===== src/rtl/nonce_range_supervisor_if.sv =====
// Miner-array bus: supervisor-side control/nonces out, per-miner completion and hashes back.
interface nonce_range_supervisor_if #(
  parameter int NUM_MINERS = 4
);
  logic                        miner_clear;
  logic                        miner_start;
  logic [32*NUM_MINERS-1:0]    miner_nonce;
  logic [NUM_MINERS-1:0]       miner_active;
  logic [NUM_MINERS-1:0]       miner_done;
  logic [256*NUM_MINERS-1:0]   miner_hash;

  modport master (
    output miner_clear, miner_start, miner_nonce, miner_active,
    input  miner_done, miner_hash
  );

  modport slave (
    input  miner_clear, miner_start, miner_nonce, miner_active,
    output miner_done, miner_hash
  );
endinterface


===== src/rtl/nonce_range_supervisor.sv =====
// Nonce range supervisor: sweeps [nonce_start, nonce_end] across NUM_MINERS
// interleaved miner cores, scans each round's results in ascending nonce
// order and reports the first hash meeting the leading-zero target.
module nonce_range_supervisor #(
  parameter int NUM_MINERS = 4,
  parameter int IDX_W      = (NUM_MINERS > 1) ? $clog2(NUM_MINERS) : 1
) (
  input  logic                     clk,
  input  logic                     reset,
  input  logic                     start,
  input  logic                     abort,
  input  logic [31:0]              nonce_start,
  input  logic [31:0]              nonce_end,
  input  logic [8:0]               target_zeros,
  nonce_range_supervisor_if.master miners,
  output logic                     busy,
  output logic                     done,
  output logic                     success,
  output logic                     aborted,
  output logic [31:0]              nonce_out,
  output logic [255:0]             hash_out,
  output logic [31:0]              rounds
);

  typedef enum logic [2:0] {
    S_IDLE,
    S_LAUNCH,
    S_WAIT,
    S_SCAN,
    S_DONE
  } state_t;

  state_t state_q, state_d;

  logic [31:0]          base_q;
  logic [31:0]          end_q;
  logic [8:0]           tz_q;
  logic [IDX_W-1:0]     idx_q;
  logic [255:0]         hash_q [NUM_MINERS];

  logic [NUM_MINERS-1:0]     active;
  logic [32*NUM_MINERS-1:0]  nonce_vec;
  logic                      all_done;
  logic [255:0]              cur_hash;
  logic                      hit;
  logic                      last_idx;
  logic                      final_round;
  logic                      range_bad;

  // Leading zeros from bit 255 downwards; an all-zero hash counts 256.
  function automatic logic [8:0] lzc(input logic [255:0] h);
    logic [8:0] n;
    logic       seen;
    n    = '0;
    seen = 1'b0;
    for (int unsigned b = 0; b < 256; b++) begin
      if (!seen && !h[255-b]) n = n + 9'd1;
      else                    seen = 1'b1;
    end
    return n;
  endfunction

  // Per-slice nonce and activity; 33-bit compare keeps slices past 0xFFFF_FFFF inactive.
  always_comb begin
    active    = '0;
    nonce_vec = '0;
    for (int unsigned i = 0; i < NUM_MINERS; i++) begin
      active[i]            = ({1'b0, base_q} + 33'(i)) <= {1'b0, end_q};
      nonce_vec[i*32 +: 32] = base_q + 32'(i);
    end
  end

  // Round bookkeeping: completion, scan hit, last index, final-round and empty-range tests.
  always_comb begin
    all_done    = ((miners.miner_done & active) == active);
    cur_hash    = hash_q[idx_q];
    hit         = active[idx_q] && (lzc(cur_hash) >= tz_q);
    last_idx    = (idx_q == IDX_W'(NUM_MINERS - 1));
    final_round = ({1'b0, base_q} + 33'(NUM_MINERS - 1)) >= {1'b0, end_q};
    range_bad   = (nonce_end < nonce_start);
  end

  // State register.
  always_ff @(posedge clk) begin
    if (reset) state_q <= S_IDLE;
    else       state_q <= state_d;
  end

  // Next-state and state-decoded outputs; abort outranks a same-cycle hit.
  always_comb begin
    state_d             = state_q;
    busy                = 1'b0;
    done                = 1'b0;
    miners.miner_clear  = 1'b0;
    miners.miner_start  = 1'b0;
    case (state_q)
      S_IDLE, S_DONE: begin
        done = (state_q == S_DONE);
        if (start) state_d = range_bad ? S_DONE : S_LAUNCH;
      end
      S_LAUNCH: begin
        busy               = 1'b1;
        miners.miner_clear = 1'b1;
        state_d            = abort ? S_DONE : S_WAIT;
      end
      S_WAIT: begin
        busy               = 1'b1;
        miners.miner_start = 1'b1;
        if (abort)         state_d = S_DONE;
        else if (all_done) state_d = S_SCAN;
      end
      S_SCAN: begin
        busy = 1'b1;
        if (abort || hit)  state_d = S_DONE;
        else if (last_idx) state_d = final_round ? S_DONE : S_LAUNCH;
      end
      default: state_d = S_IDLE;
    endcase
  end

  // Miner bus outputs are only meaningful while a run is active.
  always_comb begin
    miners.miner_active = busy ? active    : '0;
    miners.miner_nonce  = busy ? nonce_vec : '0;
  end

  // Datapath: config latch, hash capture, scan index, result and round counters.
  always_ff @(posedge clk) begin
    if (reset) begin
      base_q    <= '0;
      end_q     <= '0;
      tz_q      <= '0;
      idx_q     <= '0;
      success   <= 1'b0;
      aborted   <= 1'b0;
      nonce_out <= '0;
      hash_out  <= '0;
      rounds    <= '0;
      for (int unsigned i = 0; i < NUM_MINERS; i++) hash_q[i] <= '0;
    end else begin
      case (state_q)
        S_IDLE, S_DONE: begin
          if (start) begin
            base_q    <= nonce_start;
            end_q     <= nonce_end;
            tz_q      <= target_zeros;
            success   <= 1'b0;
            aborted   <= 1'b0;
            nonce_out <= '0;
            hash_out  <= '0;
            rounds    <= '0;
          end
        end
        S_LAUNCH: begin
          if (abort) begin
            aborted   <= 1'b1;
            nonce_out <= base_q;
          end
        end
        S_WAIT: begin
          if (abort) begin
            aborted   <= 1'b1;
            nonce_out <= base_q;
          end else if (all_done) begin
            for (int unsigned i = 0; i < NUM_MINERS; i++)
              hash_q[i] <= miners.miner_hash[i*256 +: 256];
            idx_q <= '0;
          end
        end
        S_SCAN: begin
          if (abort) begin
            aborted   <= 1'b1;
            nonce_out <= base_q;
          end else if (hit) begin
            success   <= 1'b1;
            nonce_out <= base_q + 32'(idx_q);
            hash_out  <= cur_hash;
          end else begin
            idx_q <= idx_q + 1'b1;
            if (last_idx) begin
              if (rounds != '1) rounds <= rounds + 32'd1;
              if (final_round) nonce_out <= base_q;
              else             base_q    <= base_q + 32'(NUM_MINERS);
            end
          end
        end
        default: ;
      endcase
    end
  end

endmodule

===== src/flat_wrapper.sv =====
// flat-port wrapper written by rule: the top's interface ports become plain ports
module nonce_range_supervisor_flat 
#(
  parameter int NUM_MINERS = 4,
  parameter int IDX_W      = (NUM_MINERS > 1) ? $clog2(NUM_MINERS) : 1
)
  (clk, reset, start, abort, nonce_start, nonce_end, target_zeros, busy, done, success, aborted, nonce_out, hash_out, rounds, miners_miner_clear, miners_miner_start, miners_miner_nonce, miners_miner_active, miners_miner_done, miners_miner_hash);
  nonce_range_supervisor_if #(.NUM_MINERS(NUM_MINERS)) miners_i ();
  input  logic clk;
  input  logic reset;
  input  logic start;
  input  logic abort;
  input  logic [31:0] nonce_start;
  input  logic [31:0] nonce_end;
  input  logic [8:0] target_zeros;
  output logic busy;
  output logic done;
  output logic success;
  output logic aborted;
  output logic [31:0] nonce_out;
  output logic [255:0] hash_out;
  output logic [31:0] rounds;
  output wire logic [$bits(miners_i.miner_clear)-1:0] miners_miner_clear;
  output wire logic [$bits(miners_i.miner_start)-1:0] miners_miner_start;
  output wire logic [$bits(miners_i.miner_nonce)-1:0] miners_miner_nonce;
  output wire logic [$bits(miners_i.miner_active)-1:0] miners_miner_active;
  input wire logic [$bits(miners_i.miner_done)-1:0] miners_miner_done;
  input wire logic [$bits(miners_i.miner_hash)-1:0] miners_miner_hash;
  assign miners_miner_clear = miners_i.miner_clear;
  assign miners_miner_start = miners_i.miner_start;
  assign miners_miner_nonce = miners_i.miner_nonce;
  assign miners_miner_active = miners_i.miner_active;
  assign miners_i.miner_done = miners_miner_done;
  assign miners_i.miner_hash = miners_miner_hash;
  nonce_range_supervisor #(.NUM_MINERS(NUM_MINERS), .IDX_W(IDX_W)) u_core (.clk(clk), .reset(reset), .start(start), .abort(abort), .nonce_start(nonce_start), .nonce_end(nonce_end), .target_zeros(target_zeros), .miners(miners_i), .busy(busy), .done(done), .success(success), .aborted(aborted), .nonce_out(nonce_out), .hash_out(hash_out), .rounds(rounds));
endmodule

===== config.mk =====
export PLATFORM = sky130hd
export DESIGN_NAME = nonce_range_supervisor_flat
export DESIGN_NICKNAME = d
export VERILOG_FILES = /design/src/rtl/nonce_range_supervisor_if.sv /design/src/rtl/nonce_range_supervisor.sv /design/src/flat_wrapper.sv
export SDC_FILE = /design/constraint.sdc
export NUM_CORES = 2
export LEC_CHECK = 0
export BUFFER_PORTS_ARGS = -buffer_cell sky130_fd_sc_hd__buf_2
export CAP_MARGIN = 15
export CORE_AREA = 2 2 607 609
export CTS_CLUSTER_DIAMETER = 120
export DETAILED_ROUTE_END_ITERATION = 10
export DIE_AREA = 0 0 609 611
export PLACE_DENSITY = 0.49
export SETUP_SLACK_MARGIN = 0.15
export SYNTH_ARGS = -nofsm -noshare
export SYNTH_HDL_FRONTEND = slang
export SYNTH_SLANG_ARGS = --single-unit

===== constraint.sdc =====
create_clock -name clk -period 139 [get_ports clk]
set_input_delay 6.95 -clock clk [delete_from_list [all_inputs] [get_ports clk]]
set_output_delay 6.95 -clock clk [all_outputs]
set_load 0.05 [all_outputs]

==> reports/summary.txt <==
status -> finished clean
CTS Hold Bufs -> 0
initial drt markers -> 7548
Pleak -> 52.8 nW
area delta synth->final -> 16.3%
setup TNS -> 0 ns
Hold EP -> u_core.end_q[9]
Max stage delay on crit path -> 0.75 ns
Synth Instances -> 12500
crit path time final -> 117.18 ns
worst endpoint required time -> 139.83 ns
Final Cycle Share -> 84.3%
WP data arrival -> 118.01 ns
mapped cell area -> 115000 um2
Synthesized Nets -> 14100
Clock Path Buffers -> 4
RR Endpoint -> u_core.rounds[27]
root buffer cell -> clkbuf_16
Global Route Usage Sum -> 24.3%
Clk pin slew, worst setup/hold paths -> 0.06 ns
post-CTS setup repair buffer count -> 0
Logic pwr share -> 23.5%
IO Pins -> 1563
Internal -> 0.866 mW
crit-path most repeated cell -> ha_1
Finished Core Util -> 36.6%
die width -> 609 um
commonest cells after routing, fill and taps aside -> buf_2 (1561), nand2_1 (1322), and2_1 (1253)
Critical Path End Type -> register
fraction of layout cells with a size suffix above 1 -> 18.4%
remaining global-route overflow -> 0
largest net degree at the start of global routing -> 261
yosys warns -> 0
fmax -> 8.53 MHz
Slew headroom -> 21.2%
Setup CP Type -> reg2reg
PostCTS Resize Cnt -> 0
total power -> 1.25 mW
fin. max-slew vios -> 0
CP max-delay cell -> a21oi_1
IO buf count -> 1562
Setup WS pre-CTS -> 22.99 ns
final setup vio count -> 0
vias in the first global route -> 94400
Sw Share -> 30.9%
synth unique cells -> 126
worst-margin pin slew -> 1.17 ns
Synth Area per Inst -> 9.18 um2
Seq pwr share -> 38.1%
pwr/cell area -> 9.38 nW/um2
post-synthesis sequential area ratio -> 33.8%
DIE AREA -> 372000 um2
routed wire length -> 470000 um
H-tree Lvls -> 4
final hold vios -> 0
initial antenna violation count -> 129
Clk pwr share -> 38.3%
CTS tree -> yes
Peak VDD IR -> 0.00870 mV
Worst-Skew Late Latency -> 0.90 ns
net switching power -> 0.388 mW
unrepaired setup endpoints after global routing -> false
Hold WC Path Type -> reg2reg
hold depth -> 2
DRC viols -> 0
hold path start -> u_core.end_q[9]
CTS sink cnt -> 1426
antenna-violating nets left -> 0
worst r2r path cells -> 618
DR pass1 iterations -> 6
Critical Path Start Type -> register
GPL Wtd Cong -> 0.937
CTS buffer count -> 179
Row Count -> 222
Post-synth EDFFs -> 1024
#FFs+latches synth -> 1426
share of async-settable or async-resettable flops after synthesis -> 0%
max-cap viol count -> 0
hpwl dp -> 380000 um
Via Count -> 98700
Post-synth top flop -> edfxtp_1
R2R Setup Slk -> 21.82 ns
starting density of the core -> 31.5%
Layout Skew -> 0.0824 ns
Layout Nets -> 15400
most common cell after layout, fill and taps aside -> buf_2
routed length per instance -> 25.0 um
Core Box Area -> 365000 um2
CP Max Fanout -> 38
die height -> 611 um
Worst Setup Slack, final -> 21.82 ns
routed vias/inst -> 5.24
first-pass GRT wire length -> 669000 um
==> through the flow <==
stage                     instances  cell area [um2]  hold slack [ns]
after floorplan               12500           115000            0.436
after global placement        18500           128000            0.443
after detailed placement      18500           128000            0.447
after CTS                     18800           133000            0.455
after global routing          18800           134000            0.469
final                         18900           134000            0.453
==> synth_stat cells, drive strengths merged, types with 264 or more instances <==
library cell  count  area [um2]
a21oi           816        4090
and2           1265        7910
clkbuf          455        1710
dfxtp           402        8050
edfxtp         1024       30700
ha              428        5360
inv             350        1310
nand2          1326        4980
nand3           508        2550
nor2           1116        4200
nor3            264        1360
o21ai           480        2410
xnor2           739        6730
xor2            425        3880
==> layout make-up <==
cell class / instances / area (um2)
clock inverters: 91 / 981
fillers: 38000 / 231000
inverters: 350 / 1320
repair buffers: 1679 / 8780
clock buffers: 240 / 4960
well taps: 4816 / 6030
flip-flops and latches: 1426 / 38800
multi-input cells: 10200 / 72600
diodes: 66 / 165
==> kinds of logic after synthesis <==
kind of cell               synth area share, %
xor gates and xnor gates                  14.0
buffers and inverters                     3.07
AOI/OAI and AO/OA                         11.6
and+or+nand+nor                           25.0
DFF                                       33.8
muxes                                     7.59
adders and majority gates                 4.98
==> critical path: cells and delay by family, from the launching register on <==
kind	cells	cell delay, ns
adders and majority gates	122	36.48
and+or+nand+nor	188	25.25
AOI/OAI and AO/OA	208	37.99
buffers and inverters	21	2.67
DFF	1	0.56
muxes	79	13.99
==> power groups by stage <==
stage	Clock, mW	Combinational [mW]	Sequential (mW)
2_1_floorplan	0	0.205	0.504
3_3_place_gp	0	0.294	0.487
3_5_place_dp	0	0.293	0.487
4_1_cts	0.492	0.295	0.478
5_1_grt	0.506	0.323	0.479
6_report	0.481	0.295	0.478
==> worst max path at each step <==
stage               startpoint  slack [ns]           endpoint  cells past startpoint
floorplan             register       38.61  u_core.rounds[27]                    622
global route          register        9.67  u_core.rounds[27]                    620
CTS                   register       22.50  u_core.rounds[31]                    618
detailed placement    register       22.99  u_core.rounds[31]                    615
global placement      register       25.83  u_core.rounds[31]                    619
finish                register       21.82  u_core.rounds[27]                    618
==> state kept, by name, summed over array words and instances (netlist names), named ones only <==
| signal | count |
|---|---|
| u_core.end_q | 32 |
| u_core.idx_q | 2 |
| u_core.nonce_out | 32 |
| u_core.rounds | 32 |
| u_core.hash_out | 256 |
| u_core.tz_q | 9 |
| u_core.aborted | 1 |
| u_core.state_q | 3 |
| u_core.success | 1 |
| u_core.hash_q | 1024 |
| u_core.base_q | 32 |
==> metal layers <==
metal | global-route usage (%) | part of all wire [%]
met2 | 41.1 | 48
met3 | 3.53 | 5.4
met4 | 11.1 | 5.0
met1 | 30.4 | 42
met5 | 0 | 0.051
(Power assumes the default switching activity.)
